`src/rtl/dac_serial_tx.sv`:
```
// Two-frame SPI transmitter for a dual-channel 12-bit DAC (channel A, then B).
// Define DST_LDAC_EN to add a trailing LDAC pulse; otherwise ldac_n is tied low after reset.
module dac_serial_tx #(
  parameter int   CLK_DIV  = 4,
  parameter logic CFG_BUF  = 1'b0,
  parameter logic CFG_GA_N = 1'b1
) (
  input  logic        sys_clk_i,
  input  logic        sys_rst_i,
  input  logic        dst_en_i,
  input  logic        dst_start_i,
  input  logic [11:0] dst_ch_a_i,
  input  logic [11:0] dst_ch_b_i,
  input  logic        dst_ovr_clr_i,
  output logic        dst_cs_n_o,
  output logic        dst_sck_o,
  output logic        dst_mosi_o,
  output logic        dst_ldac_n_o,
  output logic        dst_busy_o,
  output logic        dst_done_o,
  output logic        dst_ovr_o
);

  localparam int             DW      = $clog2(2 * CLK_DIV + 1);
  localparam logic [DW-1:0]  HALF_M1 = DW'(CLK_DIV - 1);
  localparam logic [DW-1:0]  FULL_M1 = DW'(2 * CLK_DIV - 1);

`ifdef DST_LDAC_EN
  typedef enum logic [2:0] {S_IDLE, S_CS_SETUP, S_SHIFT, S_CS_HOLD, S_GAP, S_LDAC} state_t;
`else
  typedef enum logic [2:0] {S_IDLE, S_CS_SETUP, S_SHIFT, S_CS_HOLD, S_GAP} state_t;
`endif

  state_t        state_q, state_d;
  logic [DW-1:0] div_q, div_d;
  logic [3:0]    bit_q, bit_d;
  logic          ch_q, ch_d;
  logic [11:0]   samp_a_q, samp_a_d;
  logic [11:0]   samp_b_q, samp_b_d;
  logic          cs_n_q, cs_n_d;
  logic          sck_q, sck_d;
  logic          mosi_q, mosi_d;
  logic          ldac_n_q, ldac_n_d;
  logic          busy_q, busy_d;
  logic          done_q, done_d;
  logic          ovr_q, ovr_d;
  logic          accept;
  logic [15:0]   word_d;

  // Sequencing. Frame B's trailing gap is replaced by the LDAC pulse (or by
  // IDLE), which gives the 72/70 * CLK_DIV busy length.
  always_comb begin
    state_d  = state_q;
    div_d    = div_q + 1'b1;
    bit_d    = bit_q;
    ch_d     = ch_q;
    samp_a_d = samp_a_q;
    samp_b_d = samp_b_q;
    ovr_d    = ovr_q;
    accept   = dst_start_i && dst_en_i && !busy_q;

    if (dst_ovr_clr_i) ovr_d = 1'b0;
    if (dst_start_i && busy_q) ovr_d = 1'b1;

    case (state_q)
      S_IDLE: begin
        div_d = '0;
        if (accept) begin
          state_d  = S_CS_SETUP;
          ch_d     = 1'b0;
          bit_d    = '0;
          samp_a_d = dst_ch_a_i;
          samp_b_d = dst_ch_b_i;
        end
      end
      S_CS_SETUP: begin
        if (div_q == HALF_M1) begin
          state_d = S_SHIFT;
          div_d   = '0;
          bit_d   = '0;
        end
      end
      S_SHIFT: begin
        if (div_q == FULL_M1) begin
          div_d = '0;
          if (bit_q == 4'd15) state_d = S_CS_HOLD;
          else                bit_d   = bit_q + 4'd1;
        end
      end
      S_CS_HOLD: begin
        if (div_q == HALF_M1) begin
          div_d = '0;
          bit_d = '0;
          if (!ch_q)  state_d = S_GAP;
`ifdef DST_LDAC_EN
          else        state_d = S_LDAC;
`else
          else        state_d = S_IDLE;
`endif
        end
      end
      S_GAP: begin
        if (div_q == FULL_M1) begin
          state_d = S_CS_SETUP;
          div_d   = '0;
          bit_d   = '0;
          ch_d    = 1'b1;
        end
      end
`ifdef DST_LDAC_EN
      S_LDAC: begin
        if (div_q == FULL_M1) begin
          state_d = S_IDLE;
          div_d   = '0;
        end
      end
`endif
      default: begin
        state_d = S_IDLE;
        div_d   = '0;
      end
    endcase
  end

  // Pin outputs are decoded from the next state so every pin leaves a flop.
  always_comb begin
    word_d = {ch_d, CFG_BUF, CFG_GA_N, 1'b1, (ch_d ? samp_b_d : samp_a_d)};
    cs_n_d = 1'b1;
    sck_d  = 1'b0;
    mosi_d = 1'b0;
    busy_d = (state_d != S_IDLE);

    case (state_d)
      S_CS_SETUP: begin
        cs_n_d = 1'b0;
        mosi_d = word_d[15];
      end
      S_SHIFT: begin
        cs_n_d = 1'b0;
        sck_d  = (div_d > HALF_M1);
        mosi_d = word_d[4'd15 - bit_d];
      end
      S_CS_HOLD: begin
        cs_n_d = 1'b0;
        mosi_d = mosi_q;
      end
      default: ;
    endcase

`ifdef DST_LDAC_EN
    ldac_n_d = (state_d != S_LDAC);
    done_d   = (state_d == S_LDAC) && (div_d == FULL_M1);
`else
    ldac_n_d = 1'b0;
    done_d   = (state_d == S_CS_HOLD) && ch_d && (div_d == HALF_M1);
`endif
  end

  always_ff @(posedge sys_clk_i) begin
    if (sys_rst_i) begin
      state_q  <= S_IDLE;
      div_q    <= '0;
      bit_q    <= '0;
      ch_q     <= 1'b0;
      samp_a_q <= '0;
      samp_b_q <= '0;
      cs_n_q   <= 1'b1;
      sck_q    <= 1'b0;
      mosi_q   <= 1'b0;
      ldac_n_q <= 1'b1;
      busy_q   <= 1'b0;
      done_q   <= 1'b0;
      ovr_q    <= 1'b0;
    end else begin
      state_q  <= state_d;
      div_q    <= div_d;
      bit_q    <= bit_d;
      ch_q     <= ch_d;
      samp_a_q <= samp_a_d;
      samp_b_q <= samp_b_d;
      cs_n_q   <= cs_n_d;
      sck_q    <= sck_d;
      mosi_q   <= mosi_d;
      ldac_n_q <= ldac_n_d;
      busy_q   <= busy_d;
      done_q   <= done_d;
      ovr_q    <= ovr_d;
    end
  end

  assign dst_cs_n_o   = cs_n_q;
  assign dst_sck_o    = sck_q;
  assign dst_mosi_o   = mosi_q;
  assign dst_ldac_n_o = ldac_n_q;
  assign dst_busy_o   = busy_q;
  assign dst_done_o   = done_q;
  assign dst_ovr_o    = ovr_q;

endmodule

```
`config.mk`:
```
export PLATFORM = sky130hd
export DESIGN_NAME = dac_serial_tx
export DESIGN_NICKNAME = d
export VERILOG_FILES = /design/src/rtl/dac_serial_tx.sv
export SDC_FILE = /design/constraint.sdc
export NUM_CORES = 1
export LEC_CHECK = 0
export CAP_MARGIN = 0
export CORE_UTILIZATION = 25
export DETAILED_ROUTE_END_ITERATION = 7
export GPL_ROUTABILITY_DRIVEN = 0
export PLACE_DENSITY = 0.43
export SETUP_SLACK_MARGIN = 0.4
export SLEW_MARGIN = 15
export SYNTH_ARGS = -nofsm -noshare
export SYNTH_HDL_FRONTEND = slang
export SYNTH_SLANG_ARGS = --single-unit
```
`constraint.sdc`:
```
create_clock -name sys_clk_i -period 2.63 [get_ports sys_clk_i]
set_input_delay 0.526 -clock sys_clk_i [delete_from_list [all_inputs] [get_ports sys_clk_i]]
set_output_delay 0.526 -clock sys_clk_i [all_outputs]
set_load 0.05 [all_outputs]
```
== Word level (Yosys, flattened, before mapping) ==
Cells that the tools add are included.
Word-level totals
  bits in registers: 43
  output and inout port bits: 7
  bits of input ports: 29
Operators by class
  reductions and logical operators: 13
  add/subtract/negate cells: 3
  equality and inequality tests: 11
  bitwise gates (word level): 1
  muxes and demuxes: 32
  magnitude comparators: 2
Operators by type and width (number)
  $mux 12: 5
  $mux 4: 7
  $mux 3: 7
  $pmux 4 s4: 1
  $pmux 3 s5: 1
  $eq 3x2->1 const B: 4
  $add 4x1->4 const B: 2
  $eq 4x2->1 const B: 2
  $pmux 4 s2: 1
  $mux 1: 7
  $eq 3x1->1 const B: 2
  $reduce_or 2->1: 3
  $logic_and 1x1->1: 5
  $lt 4x5->1 const B: 1
  $bmux 1 s4: 1
  $eq 4x3->1 const B: 1
  $eq 4x4->1 const B: 1
  $gt 4x2->1 const B: 1
  $sub 4x4->4 const A: 1
  $eq 3x3->1 const B: 1
  $logic_not 3->1: 1
  $pmux 1 s3: 1
  $reduce_bool 3->1: 1
  $reduce_or 3->1: 1
  other kinds (4): 4

== Longest topological paths before layout ==
Gate-level depths: netlist of the first run.
  word-level depth: 8
  depth in mapped cells: 10
  depth with buffers taken out: 8

== Worst setup path before layout of the first run ==
Ideal clock, no wire load.
  path kind: register to register
  start point: reg div_q[0]
  end point: reg mosi_q, in the netlist dst_mosi_o
  period minus slack after synthesis: 2.425 ns
  library setup time: 0.144 ns
  cell stages (with the launch flop): 10
  setup slack: 0.205 ns
  data arrival time: 2.281 ns
  required time: 2.486 ns
  path through: dfxtp_1 -> ha_1 -> and3b_1 -> buf_6 -> a31oi_4 -> mux2_1 -> or3_1 -> o311a_1 -> o311ai_1 -> a41oi_1
Between the ends
  word-level cells in the longest chain between the ends: 7
Ends and longest elaborated chain
  start, declared: line 35  | logic [DW-1:0] div_q, div_d;
  start signal, assigned: line 176  | div_q <= div_d;
  $eq 4x3->1 / $eq 4x2->1 (equally long branches)
  $mux 4, or another cell as far along: line 103  | if (div_q == FULL_M1) begin
  $pmux 4 s4 / $pmux 1 s2 (equally long branches): line 65  | case (state_q)
  $sub 4x4->4 / $mux 12 (equally long branches): line 141, 127
  $bmux 1 s4: line 141  | mosi_d = word_d[4'd15 - bit_d];
  $mux 1 (implied by the code): line 141
  $pmux 1 s3: line 133  | case (state_d)
  end signal, assigned: line 183  | mosi_q <= mosi_d;
  end, declared: line 42  | logic mosi_q, mosi_d;
Parallel ways exist; a longest one is shown, timed or not. The select of a mux whose other input is x is not followed.
A chain may end at the register's enable or synchronous reset.

== Worst setup path in the final report of the first run ==
  start point: in dst_en_i
  end point: reg mosi_q, in the netlist dst_mosi_o
Between the ends
  word-level cells in the longest chain between the ends: 8
Ends and longest elaborated chain
  start, declared: line 10  | input logic dst_en_i,
  $logic_and 1x1->1 * (2 in a row): line 60  | accept = dst_start_i && dst_en_i && !busy_q;
  $mux 4, or another cell as far along: line 68  | if (accept) begin
  $pmux 4 s4, or another cell as far along: line 65
  $sub 4x4->4 / $mux 12 (equally long branches): line 141, 127
  $bmux 1 s4: line 141
  $mux 1 (implied by the code): line 141
  $pmux 1 s3: line 133
Every way passes the cells marked *; elsewhere a longest branch is shown, timed or not. The select of a mux whose other input is x is not followed.

==> impl_metrics.json, run 1 <==
{
  "synth_cells": 261,
  "io_pins": 36,
  "crit_arrival_ns": 2.51,
  "first_iter_violations": 52,
  "die_area_sq_um": 8958,
  "detail-route-antenna-nets": 0,
  "max_freq_mhz": 427.0,
  "nFillCells": 877,
  "io_buffers": 35,
  "hold_slack_ns": 0.4560,
  "synth.distinct_cells": 58,
  "vias_per_cell": 4.738,
  "core.rowCount": 33,
  "synth_warnings": 0,
  "synth_top_area_share_pct": 40.12,
  "crit_fanout": 6,
  "wl_um": 5582,
  "hold_viol_final": 0,
  "grt_start_max_net_pins": 30,
  "synth_edf_count": 0,
  "synth_nets": 292,
  "slew_headroom_pct": 66.88,
  "insertion_delay_ns": 0.30,
  "area_delta_synth_final_pct": 41.46,
  "final_nets": 348,
  "dr.pass1.iters": 4,
  "netlist_area_sq_um": 2146,
  "cp.required_ns": 2.80,
  "drv_cap": 0,
  "clk_path_buf_depth": 2,
  "finalSetupViolCount": 0,
  "die_y_um": 94.65,
  "yosys.area.top_type": "dfxtp_1",
  "drt-met1-wl_um": 2691,
  "floorplan.initialDensity_pct": 25.98,
  "grt_antenna_before_repair": 0,
  "synth_seq_cells": 43,
  "wl_per_cell_um": 13.20,
  "cts_hold_buf": 0,
  "antenna_cells": 0,
  "met3_length_um": 148,
  "irDropWorstVdd_v": 0.0001856,
  "met2WireLength_um": 2703,
  "min_period_ns": 2.342,
  "status": "finished clean",
  "overflow": 0,
  "critical_path_class": "in -> reg",
  "cts_root_buf": "clkbuf_8",
  "die_x_um": 94.65,
  "ff2ff_setup_slack_ns": 0.29,
  "skew_ns": 0.008611,
  "cts.clk_slew.worst_paths_ns": 0.09,
  "min_path_type": "reg -> reg",
  "p_leak_nw": 1.091,
  "rr_endpoint": "dst_mosi_o$_SDFFE_PP0P_",
  "powerDensity_nw_per_um2": 431.0,
  "syn_area_per_cell_sq_um": 8.221,
  "endpoint": "dst_mosi_o$_SDFFE_PP0P_",
  "drive_above_1_share_pct": 27.04,
  "ys_seq_area_share_pct": 40.12,
  "slew_viol_final": 0,
  "final.period_utilization_pct": 89.04,
  "cp-startpoint": "dst_en_i",
  "tightest_slew_ns": 0.4953,
  "yosysMostFrequentCell": "nand2_1",
  "h-tree-depth": 2,
  "synthTopCellsByCount": "nand2_1 (52), dfxtp_1 (43), a21oi_1 (27), nor2_1 (27), clkbuf_1 (10)",
  "synth.area.top_cells": "dfxtp_1 (40%), nand2_1 (9.1%), a21oi_1 (6.3%), nor2_1 (4.7%), mux2_2 (2.1%)",
  "grtUsageTotal_pct": 13.03,
  "routed.top_layer": "met4",
  "cts_sinks": 43,
  "critPathLaunchType": "input port",
  "rsz0062_at_grt": "yes",
  "post-dp-hpwl_um": 3946,
  "cts_tree": "built",
  "critPathCaptureType": "register",
  "grt_pass1_wl_um": 8976,
  "fin_ws_ns": 0.2883,
  "place_ws_ns": -0.2713,
  "route.detailed.drc": 0,
  "vias": 2004,
  "coreArea_sq_um": 8258,
  "ys.flop_type": "dfxtp_1",
  "cts_inserted_buffers": 5,
  "reg2regPathDepth": 9,
  "worstReg2RegStart": "div_q[0]$_SDFF_PP0_",
  "async_flop_share_pct": 0,
  "grt_pass1_vias": 1867
}
[placed cells by master, fill, tap and decap left out, types with 3 or more instances in the layout]
cell type        synthesis  layout
a21oi_1                 27      27
and2b_1                  3       3
buf_4                    0      25
buf_6                    3       5
clkbuf_8                 0       5
clkdlybuf4s50_1          0      34
dfxtp_1                 43      34
dfxtp_2                  0       7
inv_1                    4       4
mux2_2                   4       4
nand2_1                 52      50
nand3_1                  6       6
nor2_1                  27      25
nor2_2                   1       3
nor3_1                   5       3
o211ai_1                 6       6
or2_2                    4       4
[cells by family after synthesis]
family                   count (synthesis)  share of synthesized area, %
AO/OA/AOI/OAI                           64                         20.35
XOR/XNOR                                 3                         1.225
adder cells (fa/ha/maj)                  2                         1.166
buffers and inverters                   21                         5.422
flip-flops                              43                         40.12
multiplexers                             8                         4.314
AND/OR/NAND/NOR                        120                         27.41
[layer usage]
layer	vias up	global-route usage, %
li1	1030	-
met1	942	16.93
met2	27	21.58
met3	5	2.657
met4	0	3.914
met5	-	0
[cell type report]
class	count	area [sq um]	area share, %
inverters	4	15.01	0.4946
clock inverters	2	12.51	0.4122
clock buffers	6	72.57	2.391
flip-flops and latches	43	877.1	28.90
well taps	105	131.4	4.328
repair buffers	66	613.1	20.20
multi-input cells	197	1314	43.28
[worst max-delay path, cell delays in order]
cell and delay, ns:
clkdlybuf4s50_1 0.39, nand3b_1 0.12, buf_6 0.14, a211oi_4 0.06, o211a_4 0.27, buf_4 0.14, or3_1 0.35, o311a_1 0.14
o311ai_2 0.21, a41oi_1 0.15
[state kept, by name, summed over array words and instances, names as in the netlist, 3 cells and up]
register,count
bit_q,4
samp_a_q,12
div_q,4
state_q,3
samp_b_q,12
[worst min-delay path by stage]
| stage | to | slack (ns) | cells after the start | startpoint |
|---|---|---|---|---|
| global route | samp_a_q[6]$_SDFF_PP0_ | 0.47 | 2 | samp_a_q[6]$_SDFF_PP0_ |
| finish | samp_b_q[9]$_SDFF_PP0_ | 0.46 | 2 | samp_b_q[9]$_SDFF_PP0_ |
| detailed placement | samp_a_q[8]$_SDFF_PP0_ | 0.45 | 2 | samp_a_q[8]$_SDFF_PP0_ |
| CTS | samp_a_q[8]$_SDFF_PP0_ | 0.46 | 2 | samp_a_q[8]$_SDFF_PP0_ |
| global placement | samp_a_q[5]$_SDFF_PP0_ | 0.44 | 2 | samp_a_q[5]$_SDFF_PP0_ |
| floorplan | samp_b_q[9]$_SDFF_PP0_ | 0.43 | 2 | samp_b_q[9]$_SDFF_PP0_ |
[per-stage QoR]
stage / setup TNS [ns] / power [W] / utilization, % / area, sq um / instances
2_1_floorplan: 0 / 0.0007987 / - / 2165 / 261
3_3_place_gp: -0.2027 / 0.0008907 / 32.83 / 2711 / 405
3_5_place_dp: -0.3135 / 0.0008907 / 32.83 / 2711 / 405
4_1_cts: 0 / 0.001328 / 35.56 / 2937 / 420
5_1_grt: 0 / 0.001384 / 36.76 / 3035 / 423
6_report: 0 / 0.001308 / 36.76 / 3035 / 423
[what timing repair did]
action                                  4_1_cts  5_1_grt
endpoints found under the setup margin        2        2
buffers inserted                              7        3
pin swaps                                     8        7
gates resized for setup                      21       21
[where the power goes]
part | total (W) | switching [W] | internal (W)
combinational | 0.000200 | 0.0000984 | 0.000102
sequential | 0.000691 | 0.0000162 | 0.000674
clock | 0.000418 | 0.000232 | 0.000186
No activity file was read; power rests on OpenSTA's default activity.
==> run 2, diff against run 1 <==
--- a/config.mk
+++ b/config.mk
@@ -11,7 +11,7 @@
 export GPL_ROUTABILITY_DRIVEN = 0
 export PLACE_DENSITY = 0.43
 export SETUP_SLACK_MARGIN = 0.4
-export SLEW_MARGIN = 15
+export SLEW_MARGIN = 40
 export SYNTH_ARGS = -nofsm -noshare
 export SYNTH_HDL_FRONTEND = slang
 export SYNTH_SLANG_ARGS = --single-unit
==> results of run 2 <==
Same layout as run 1: the final DEF is identical, and so are final timing and power.
==> run 3, diff against run 2 <==
--- a/config.mk
+++ b/config.mk
@@ -9,7 +9,7 @@
 export CORE_UTILIZATION = 25
 export DETAILED_ROUTE_END_ITERATION = 7
 export GPL_ROUTABILITY_DRIVEN = 0
-export PLACE_DENSITY = 0.43
+export PLACE_DENSITY = 0.54
 export SETUP_SLACK_MARGIN = 0.4
 export SLEW_MARGIN = 40
 export SYNTH_ARGS = -nofsm -noshare
==> run 3 against run 2 <==
  * First-iteration DRC count is 1.9% higher
  * Maximum frequency rose by 1.5%
  * Power is 4.4% higher
  * Worst setup slack better by 0.035 ns
  * Critical endpoint unchanged
  * Largest cell class unchanged
  * Largest power group unchanged
==> impl_metrics.json, run 3 (same netlist as run 1, synthesis figures left out) <==
{
  "status": "finished clean",
  "p_leak_nw": 1.069,
  "tns_ns": 0,
  "grt_pass1_vias": 1966,
  "vias": 1980,
  "clk_path_buf_depth": 2,
  "die_x_um": 94.65,
  "crit_fanout": 7,
  "drive_above_1_share_pct": 23.64,
  "min_path_type": "reg -> reg",
  "ff2ff_setup_slack_ns": 0.32,
  "area_delta_synth_final_pct": 37.90,
  "cp_num_buf_inv": 0,
  "grtUsageTotal_pct": 12.72,
  "route.detailed.drc": 0,
  "coreArea_sq_um": 8258,
  "top_regs": "samp_a_q (12), samp_b_q (12)",
  "slew_viol_final": 0,
  "slowest_delay_ns": 0.36,
  "worstReg2RegStart": "div_q[0]$_SDFF_PP0_",
  "finalSetupViolCount": 0,
  "p_total_w": 0.001365,
  "slew_headroom_pct": 67.05,
  "final.period_utilization_pct": 87.70,
  "insertion_delay_ns": 0.29,
  "rsz0062_at_grt": "yes",
  "hold_viol_final": 0,
  "critPathLaunchType": "register",
  "core.rowCount": 33,
  "cp.required_ns": 2.80,
  "powerDensity_nw_per_um2": 461.4,
  "grt_pass1_wl_um": 9066,
  "dr.pass1.iters": 4,
  "place_ws_ns": -0.2061,
  "cts_sinks": 43,
  "cts_inserted_buffers": 5,
  "irDropWorstVdd_v": 0.0002128,
  "skew_ns": 0.003342,
  "cp_top_family": "compound AO/OA/AOI/OAI gates",
  "grt_start_max_net_pins": 31,
  "final_nets": 343,
  "wl_per_cell_um": 12.48,
  "wl_um": 5216,
  "crit_path_cell_trace": "ha_4 > and3b_2 > a31oi_4 > mux2_4 > or3_1 > o311a_1 > o311ai_2 > a41oi_1",
  "rr_endpoint": "dst_mosi_o$_SDFFE_PP0P_",
  "mostFrequentLayoutCells": "nand2_1 (50), dfxtp_1 (36), clkdlybuf4s50_1 (33), a21oi_1 (27), nor2_1 (25)",
  "h-tree-depth": 2,
  "die_y_um": 94.65,
  "max_freq_mhz": 433.6,
  "fin_ws_ns": 0.3235,
  "detail-route-antenna-nets": 0,
  "overflow": 0,
  "tightest_slew_ns": 0.4927,
  "critPathCaptureType": "register",
  "cts_root_buf": "clkbuf_8",
  "io_buffers": 35,
  "critical_path_class": "reg -> reg",
  "final_common_cell": "nand2_1",
  "cts_tree": "built",
  "holdPathStages": 2,
  "nFillCells": 879,
  "post-dp-hpwl_um": 3664,
  "antenna_cells": 0,
  "floorplan.initialDensity_pct": 25.98,
  "grt_antenna_before_repair": 0,
  "crit_slowest_cell": "dfxtp_4",
  "hold_end": "samp_a_q[5]$_SDFF_PP0_",
  "vias_per_cell": 4.737,
  "drv_cap": 0,
  "io_pins": 36,
  "min_period_ns": 2.307,
  "cts.clk_slew.worst_paths_ns": 0.08,
  "crit_arrival_ns": 2.47,
  "worstHoldStart": "samp_a_q[5]$_SDFF_PP0_",
  "first_iter_violations": 53,
  "die_area_sq_um": 8958,
  "reg2regPathDepth": 8
}
==> run 3: cell count changes in the layout (fill, tap and decap cells not counted), sizes merged <==
cell           delta
buf               -5
clkbuf            +1
clkdlybuf4s50     -1
clkinv            -1
dlygate4sd2       +1
==> run 3: layout make-up <==
class | instances | area [sq um] | area share [%]
clock inverter | 1 | 7.507 | 0.2537
sequential | 43 | 874.6 | 29.56
inverter | 4 | 15.01 | 0.5074
clock buffer | 7 | 96.34 | 3.256
timing repair buffer | 61 | 560.5 | 18.94
tap | 105 | 131.4 | 4.440
multi-input combinational | 197 | 1274 | 43.04
==> run 3: stage by stage <==
| step | cell area (sq um) | cells | hold WS [ns] | utilization (%) |
|---|---|---|---|---|
| 6_report | 2959 | 418 | 0.4542 | 35.83 |
| 2_1_floorplan | 2165 | 261 | 0.4318 | - |
| 5_1_grt | 2959 | 418 | 0.4758 | 35.83 |
| 4_1_cts | 2950 | 418 | 0.4580 | 35.73 |
| 3_3_place_gp | 2709 | 403 | 0.4422 | 32.80 |
| 3_5_place_dp | 2709 | 403 | 0.4453 | 32.80 |
==> run 3: layer usage <==
| layer | track usage, % | vias up | wire length, um |
|---|---|---|---|
| met4 | 3.914 | 0 | 76 |
| met5 | 0 | - | 0 |
| li1 | - | 1019 | - |
| met2 | 20.62 | 49 | 2384 |
| met3 | 3.301 | 11 | 216 |
| met1 | 16.44 | 901 | 2538 |
==> run 3: power by group <==
group          switching [W]  total, W  internal (W)
logic              0.0000966  0.000200      0.000103
registers          0.0000154  0.000690      0.000674
clock network       0.000237  0.000476      0.000239
==> run 3: what timing repair did <==
item | in CTS | in global routing
endpoints found under the hold margin | 0 | 0
cloned | 1 | 0
resized for setup | 27 | 4
setup endpoints to repair | 2 | 1
pin swaps | 10 | 1
buffers inserted | 6 | 0
hold buffers | 0 | 0
==> run 3: how the worst max path moves through the flow <==
| stage | start | endpoint | cells after the start |
|---|---|---|---|
| CTS | div_q[0]$_SDFF_PP0_ | dst_mosi_o$_SDFFE_PP0P_ | 8 |
| floorplan | div_q[1]$_SDFF_PP0_ | dst_mosi_o$_SDFFE_PP0P_ | 9 |
| detailed placement | dst_start_i | dst_mosi_o$_SDFFE_PP0P_ | 8 |
| global route | div_q[0]$_SDFF_PP0_ | dst_mosi_o$_SDFFE_PP0P_ | 9 |
| global placement | dst_start_i | dst_mosi_o$_SDFFE_PP0P_ | 8 |
| finish | div_q[0]$_SDFF_PP0_ | dst_mosi_o$_SDFFE_PP0P_ | 8 |
==> run 3: tightest hold or removal path: cells and delay by family (launching register included) <==
kind / cells / cell delay [ns]
simple gates: 1 / 0.05
compound gates: 1 / 0.05
flops: 1 / 0.31
